`config.mk`:
```
export PLATFORM = sky130hd
export DESIGN_NAME = syn_peak_detector_flat
export DESIGN_NICKNAME = d
export VERILOG_FILES = /design/src/rtl/syn_peak_detector_if.sv /design/src/rtl/syn_peak_detector.sv /design/src/flat_wrapper.sv
export SDC_FILE = /design/constraint.sdc
export NUM_CORES = 1
export LEC_CHECK = 0
export CELL_PAD_IN_SITES_DETAIL_PLACEMENT = 0
export CELL_PAD_IN_SITES_GLOBAL_PLACEMENT = 2
export CORE_MARGIN = 4
export CORE_UTILIZATION = 37
export DETAILED_ROUTE_END_ITERATION = 16
export PLACE_DENSITY_LB_ADDON = 0.1
export SYNTH_ARGS = -nofsm -noshare
export SYNTH_HDL_FRONTEND = slang
export SYNTH_SLANG_ARGS = --single-unit
```
`constraint.sdc`:
```
create_clock -name clk_50m -period 5.5 [get_ports clk_50m]
set_input_delay 1.1 -clock clk_50m [delete_from_list [all_inputs] [get_ports clk_50m]]
set_output_delay 1.1 -clock clk_50m [all_outputs]
set_load 0.01 [all_outputs]
```
`src/rtl/syn_peak_detector_if.sv`:
```
// Correlator-to-sync interface: window/sample stream into the peak detector and
// the coarse/fine sync results coming back out.
interface syn_peak_detector_if #(
    parameter int MAG_W = 24
);
    logic             win_start;
    logic             corr_valid;
    logic [MAG_W-1:0] corr_mag;
    logic             corase_syn_en;
    logic [31:0]      corase_syn_pos;
    logic             fine_syn_en;
    logic [31:0]      fine_syn_pos;
    logic             lose;
    logic [1:0]       det_state;

    modport master (
        output win_start, corr_valid, corr_mag,
        input  corase_syn_en, corase_syn_pos, fine_syn_en, fine_syn_pos, lose, det_state
    );

    modport slave (
        input  win_start, corr_valid, corr_mag,
        output corase_syn_en, corase_syn_pos, fine_syn_en, fine_syn_pos, lose, det_state
    );
endinterface

```
`src/rtl/syn_peak_detector.sv`:
```
// Slot peak detector: per-window peak search, coarse-sync confirmation, then tracking with loss detection.
// Optional macro SYN_TRACK_UPDATE_EN: each tracking hit re-centres ref_pos on the new peak.
module syn_peak_detector #(
    parameter int MAG_W     = 24,
    parameter int CONFIRM_N = 3,
    parameter int LOSE_N    = 4,
    parameter int TOL       = 8
) (
    input  logic                  clk_50m,
    input  logic                  cfg_rst_n,
    input  logic                  sync_clr,
    input  logic [MAG_W-1:0]      cfg_thresh,
    syn_peak_detector_if.slave    bus
);
    typedef enum logic [1:0] {
        SEARCH  = 2'd0,
        CONFIRM = 2'd1,
        TRACK   = 2'd2
    } state_t;

    localparam int HC_W = $clog2(CONFIRM_N + 1);
    localparam int MC_W = $clog2(LOSE_N + 1);
    localparam logic [HC_W-1:0] CONFIRM_TGT = HC_W'(CONFIRM_N);
    localparam logic [MC_W-1:0] LOSE_TGT    = MC_W'(LOSE_N);

    state_t           state;
    logic             window_open;
    logic             has_sample;
    logic [31:0]      offset;
    logic [MAG_W-1:0] peak_mag;
    logic [31:0]      peak_off;
    logic [31:0]      ref_pos;
    logic [HC_W-1:0]  hit_cnt;
    logic [MC_W-1:0]  miss_cnt;

    logic             hit;
    logic             near;
    logic [32:0]      diff;
    logic [32:0]      abs_diff;
    logic [HC_W-1:0]  hit_cnt_inc;
    logic [MC_W-1:0]  miss_cnt_inc;

    // NOTE: every always_comb output gets a default first so no path can infer a latch.
    always_comb begin
        hit          = 1'b0;
        near         = 1'b0;
        diff         = {1'b0, peak_off} - {1'b0, ref_pos};
        abs_diff     = diff[32] ? (~diff + 33'd1) : diff;
        hit_cnt_inc  = hit_cnt + 1'b1;
        miss_cnt_inc = miss_cnt + 1'b1;
        if (has_sample && (peak_mag >= cfg_thresh)) begin
            hit  = 1'b1;
            near = (abs_diff <= 33'(TOL));
        end
    end

    assign bus.det_state = state;

    // NOTE: sequential state uses non-blocking assignments so every register samples pre-edge values.
    always_ff @(posedge clk_50m or negedge cfg_rst_n) begin
        if (!cfg_rst_n) begin
            state              <= SEARCH;
            window_open        <= 1'b0;
            has_sample         <= 1'b0;
            offset             <= '0;
            peak_mag           <= '0;
            peak_off           <= '0;
            ref_pos            <= '0;
            hit_cnt            <= '0;
            miss_cnt           <= '0;
            bus.corase_syn_en  <= 1'b0;
            bus.corase_syn_pos <= '0;
            bus.fine_syn_en    <= 1'b0;
            bus.fine_syn_pos   <= '0;
            bus.lose           <= 1'b0;
        end else begin
            bus.corase_syn_en <= 1'b0;
            bus.fine_syn_en   <= 1'b0;
            if (sync_clr) begin
                state       <= SEARCH;
                window_open <= 1'b0;
                has_sample  <= 1'b0;
                offset      <= '0;
                peak_mag    <= '0;
                peak_off    <= '0;
                ref_pos     <= '0;
                hit_cnt     <= '0;
                miss_cnt    <= '0;
                bus.lose    <= 1'b0;
            end else begin
                // A sample arriving with win_start is offset 0 of the new window.
                if (bus.win_start) begin
                    window_open <= 1'b1;
                    peak_off    <= '0;
                    peak_mag    <= bus.corr_valid ? bus.corr_mag : '0;
                    offset      <= bus.corr_valid ? 32'd1 : 32'd0;
                    has_sample  <= bus.corr_valid;
                end else if (bus.corr_valid) begin
                    if (bus.corr_mag > peak_mag) begin
                        peak_mag <= bus.corr_mag;
                        peak_off <= offset;
                    end
                    if (offset != 32'hFFFF_FFFF) offset <= offset + 32'd1;
                    has_sample <= 1'b1;
                end

                if (bus.win_start && window_open) begin
                    case (state)
                        SEARCH: begin
                            if (hit) begin
                                ref_pos <= peak_off;
                                hit_cnt <= HC_W'(1);
                                if (CONFIRM_N == 1) begin
                                    state              <= TRACK;
                                    bus.corase_syn_en  <= 1'b1;
                                    bus.corase_syn_pos <= peak_off;
                                    bus.lose           <= 1'b0;
                                    miss_cnt           <= '0;
                                end else begin
                                    state <= CONFIRM;
                                end
                            end
                        end
                        CONFIRM: begin
                            if (near) begin
                                hit_cnt <= hit_cnt_inc;
                                if (hit_cnt_inc == CONFIRM_TGT) begin
                                    state              <= TRACK;
                                    bus.corase_syn_en  <= 1'b1;
                                    bus.corase_syn_pos <= ref_pos;
                                    bus.lose           <= 1'b0;
                                    miss_cnt           <= '0;
                                end
                            end else if (hit) begin
                                ref_pos <= peak_off;
                                hit_cnt <= HC_W'(1);
                            end else begin
                                state   <= SEARCH;
                                hit_cnt <= '0;
                            end
                        end
                        TRACK: begin
                            if (near) begin
                                bus.fine_syn_en  <= 1'b1;
                                bus.fine_syn_pos <= peak_off;
                                miss_cnt         <= '0;
`ifdef SYN_TRACK_UPDATE_EN
                                ref_pos          <= peak_off;
`endif
                            end else if (miss_cnt_inc == LOSE_TGT) begin
                                bus.lose <= 1'b1;
                                state    <= SEARCH;
                                hit_cnt  <= '0;
                                miss_cnt <= '0;
                            end else begin
                                miss_cnt <= miss_cnt_inc;
                            end
                        end
                        default: state <= SEARCH;
                    endcase
                end
            end
        end
    end
endmodule

```
`src/flat_wrapper.sv`:
```
// flat-port wrapper written by rule: the top's interface ports become plain ports
module syn_peak_detector_flat 
#(
    parameter int MAG_W     = 24,
    parameter int CONFIRM_N = 3,
    parameter int LOSE_N    = 4,
    parameter int TOL       = 8
)
  (clk_50m, cfg_rst_n, sync_clr, cfg_thresh, bus_win_start, bus_corr_valid, bus_corr_mag, bus_corase_syn_en, bus_corase_syn_pos, bus_fine_syn_en, bus_fine_syn_pos, bus_lose, bus_det_state);
  syn_peak_detector_if #(.MAG_W(MAG_W)) bus_i ();
  input  logic clk_50m;
  input  logic cfg_rst_n;
  input  logic sync_clr;
  input  logic [MAG_W-1:0] cfg_thresh;
  input wire logic [$bits(bus_i.win_start)-1:0] bus_win_start;
  input wire logic [$bits(bus_i.corr_valid)-1:0] bus_corr_valid;
  input wire logic [$bits(bus_i.corr_mag)-1:0] bus_corr_mag;
  output wire logic [$bits(bus_i.corase_syn_en)-1:0] bus_corase_syn_en;
  output wire logic [$bits(bus_i.corase_syn_pos)-1:0] bus_corase_syn_pos;
  output wire logic [$bits(bus_i.fine_syn_en)-1:0] bus_fine_syn_en;
  output wire logic [$bits(bus_i.fine_syn_pos)-1:0] bus_fine_syn_pos;
  output wire logic [$bits(bus_i.lose)-1:0] bus_lose;
  output wire logic [$bits(bus_i.det_state)-1:0] bus_det_state;
  assign bus_i.win_start = bus_win_start;
  assign bus_i.corr_valid = bus_corr_valid;
  assign bus_i.corr_mag = bus_corr_mag;
  assign bus_corase_syn_en = bus_i.corase_syn_en;
  assign bus_corase_syn_pos = bus_i.corase_syn_pos;
  assign bus_fine_syn_en = bus_i.fine_syn_en;
  assign bus_fine_syn_pos = bus_i.fine_syn_pos;
  assign bus_lose = bus_i.lose;
  assign bus_det_state = bus_i.det_state;
  syn_peak_detector #(.MAG_W(MAG_W), .CONFIRM_N(CONFIRM_N), .LOSE_N(LOSE_N), .TOL(TOL)) u_core (.clk_50m(clk_50m), .cfg_rst_n(cfg_rst_n), .sync_clr(sync_clr), .cfg_thresh(cfg_thresh), .bus(bus_i));
endmodule
```
==> impl_metrics.ini <==
[synthesis]
synthFlopType = dfrtp_1
netlist_area_um2 = 13200
synth_commonest_cells = 196 x dfrtp_1, 169 x nor2_1, 125 x nand2_1
syn_nets = 1597
synth_top_cell_area_share_pct = 37.2
avgSynthCellArea_um2 = 9.06
syn_inst = 1455
synth_area_leaders = dfrtp_1 37%, ha_1 8.4%, mux2i_1 5.0%
yosysTopAreaCell = dfrtp_1
async_reset_ff_share_pct = 100
seq_area_frac_synth_pct = 37.2
yosys_register_bits = 196
synth-edff-count = 0
synth_most_common_cell = dfrtp_1
netlist-cell-type-count = 89
ys_warn_count = 0

[critical_path]
critPathArrivalTime_ns = 5.44
endpoint_kind = register
critPathMaxFanout = 32
r2r-end = u_core.bus.fine_syn_pos[28]$_DFFE_PN0P_
cp-start-kind = register
crit_top_cell = nand3_1
ff2ff_path_depth = 16
r2r-start = u_core.peak_off[2]$_DFFE_PN0P_
cp_slowest_cell = dfrtp_1
setup.worst_path.start = u_core.peak_off[2]$_DFFE_PN0P_
regToRegSetupSlack_ns = 0.40
crit_type = reg -> reg
critical_path_required_ns = 5.84
slowest_delay_ns = 0.46
crit_chain = ha_1 -> o211ai_1 -> a21oi_1 -> o31a_1 -> or3_4 -> a211o_4 -> nor4_4 -> nand3_1 -> or3_1 -> nand3_1 -> and4_1 -> o2111ai_1 -> nor3_2 -> nor3b_4 -> buf_12 -> mux2_2

[sta]
maxSlewHeadroom_pct = 33.5
hold_violations = 0
max_clock_freq_ghz = 0.196
layout_min_cycle_time_ns = 5.10
fin_tns_setup_ns = 0
post-route-period-util_pct = 92.6
finalSetupViolations = 0
drv_slew = 0
rsz0062_at_grt = yes
finalClockSkew_ns = 0.0139
worstMarginPinSlew_ns = 0.997

[detailed_routing]
first_iter_violations = 663
wl_per_cell_um = 18.3
wirelength_um = 37200
vias = 11000
first_pass_iters = 5
drc = 0
vias_per_cell = 5.42
final_antenna_net_count = 0

[power_and_ir_drop]
power_leakage_nw = 7.31
power-per-cell-area_nw_per_um2 = 195
ir_drop_uv = 207
p_total_mw = 3.06

[final_layout]
drive_above_1_share_pct = 10.1
stdcell_count = 2036
final_area_um2 = 15700
syn2layout_area_growth_pct = 18.9
antenna_cells = 0
fin_util_pct = 44.9
num-nets-final = 1710
fillers = 3458

[global_route]
antenna_found_initial = 0
grt_max_degree = 101
grt_overflow = 0
grt_pass1_vias = 10700
grt_pass1_wl_um = 59800
grt.total_usage_pct = 19.2

[min_path]
min_from = u_core.bus.fine_syn_pos[20]$_DFFE_PN0P_
min_path_type = reg -> reg
hold_end = u_core.bus.fine_syn_pos[20]$_DFFE_PN0P_
whs_path_depth = 1

[floorplan]
rows = 68
die_h_um = 197
fp.dieArea_um2 = 38700
start_util_pct = 37.8
die_w_um = 197
pin_count = 122
core_area_um2 = 34900

[clocking]
cts.clk_slew.worst_paths_ns = 0.08
cts_tree = done
clkSinkCount = 196
cts_buffer_depth = 2
cts_htree_levels = 4
cts_root_buf = clkbuf_16
clk_latency_ns = 0.46
cts_buffers = 17

[run]
drv_cap = 0

[placement]
post-place-cells = 2001
io_buffers = 121
gp_congestion = 0.823
dp_hpwl_um = 28400
placed_area_um2 = 15000

[status]
status = complete, no violations
worst max path at each step:
| stage | to | slack (ns) | cells past startpoint |
|---|---|---|---|
| finish | u_core.bus.fine_syn_pos[28]$_DFFE_PN0P_ | 0.40 | 16 |
| global route | u_core.miss_cnt[1]$_DFFE_PN0P_ | -0.006 | 19 |
| CTS | u_core.bus.fine_syn_pos[28]$_DFFE_PN0P_ | 0.19 | 18 |
| detailed placement | u_core.bus.fine_syn_pos[28]$_DFFE_PN0P_ | -0.002 | 15 |
| global placement | u_core.bus.fine_syn_pos[31]$_DFFE_PN0P_ | 0.03 | 15 |
| floorplan | u_core.bus.fine_syn_pos[10]$_DFFE_PN0P_ | 0.81 | 18 |
flip-flops by register name, indices dropped and copies added (netlist names):
name / cells
u_core.bus.corase_syn_pos: 32
u_core.bus.fine_syn_pos: 32
u_core.offset: 32
u_core.peak_off: 32
u_core.ref_pos: 32
u_core.peak_mag: 24
u_core.miss_cnt: 3
u_core.bus.det_state: 2
u_core.hit_cnt: 2
u_core.bus.corase_syn_en: 1
u_core.bus.fine_syn_en: 1
u_core.bus.lose: 1
u_core.has_sample: 1
u_core.window_open: 1
cells in the final DEF (no fill, tap or decap), types with 6 or more instances in the layout:
cell,count
clkdlybuf4s50_1,119
nand4_1,25
o21a_1,12
mux2_1,10
o22ai_1,6
o21ai_0,49
a21o_1,30
buf_4,28
nor2b_1,12
or3_1,12
xor2_1,28
nor3_1,37
nand3_1,35
a21oi_1,97
mux2i_1,66
a21boi_0,6
nand2_1,125
mux2_2,56
ha_1,87
o21ai_1,6
nand3b_1,6
o211ai_1,8
dfrtp_1,196
o2111ai_1,6
a211oi_1,16
a31oi_1,6
and2_1,14
inv_1,98
and4_1,8
nand2b_1,17
xnor2_1,11
clkbuf_16,17
nor2_1,168
nor4_1,12
and3_1,14
per-stage QoR:
step                hold slack [ns]  setup WS [ns]
finish                        0.489          0.405
global route                  0.510       -0.00613
CTS                           0.495          0.190
detailed placement            0.476       -0.00184
global placement              0.473         0.0264
floorplan                     0.477          0.813
worst max-delay path: cells and delay by family, from the launching register on:
family,cells,cell delay [ns]
compound gates,5,1.29
fa+ha+maj,1,0.35
buf+inv,1,0.23
flops,1,0.46
mux,1,0.37
simple gates,8,2.22
final cells by class:
cell class	instances	area, µm²	share of cell area, %
Tap cell	455	569	3.63
Multi-Input combinational cell	1102	7730	49.3
Sequential cell	196	4900	31.3
Clock inverter	15	184	1.17
Timing Repair Buffer	153	1500	9.57
Clock buffer	17	425	2.71
Inverter	98	368	2.35
logic make-up after synthesis:
logic type / count (synthesis) / synth area share, %
simple gates: 523 / 19.7
mux: 132 / 10.6
xor+xnor: 40 / 2.66
buf+inv: 157 / 4.76
fa+ha+maj: 89 / 8.50
compound gates: 318 / 16.5
flops: 196 / 37.2
power by group:
part / total [mW] / internal (mW) / switching (mW)
clock: 1.28 / 0.620 / 0.660
combinational: 0.313 / 0.134 / 0.180
sequential: 1.47 / 1.45 / 0.0133
timing repair:
| item | CTS | global route |
|---|---|---|
| setup buffers | 0 | 3 |
| gates cloned | 0 | 0 |
| hold buffers | 0 | 0 |
| pin swaps | 0 | 2 |
| gates resized for setup | 1 | 14 |
| endpoints found under the setup margin | 14 | 105 |
layer usage:
layer | GRT usage (%) | share of wire [%]
met5 | 0 | 0
met1 | 30.1 | 53
met4 | 4.21 | 1.3
met2 | 28.0 | 44
met3 | 2.63 | 2.4
Power figures use the tool's default switching activity.
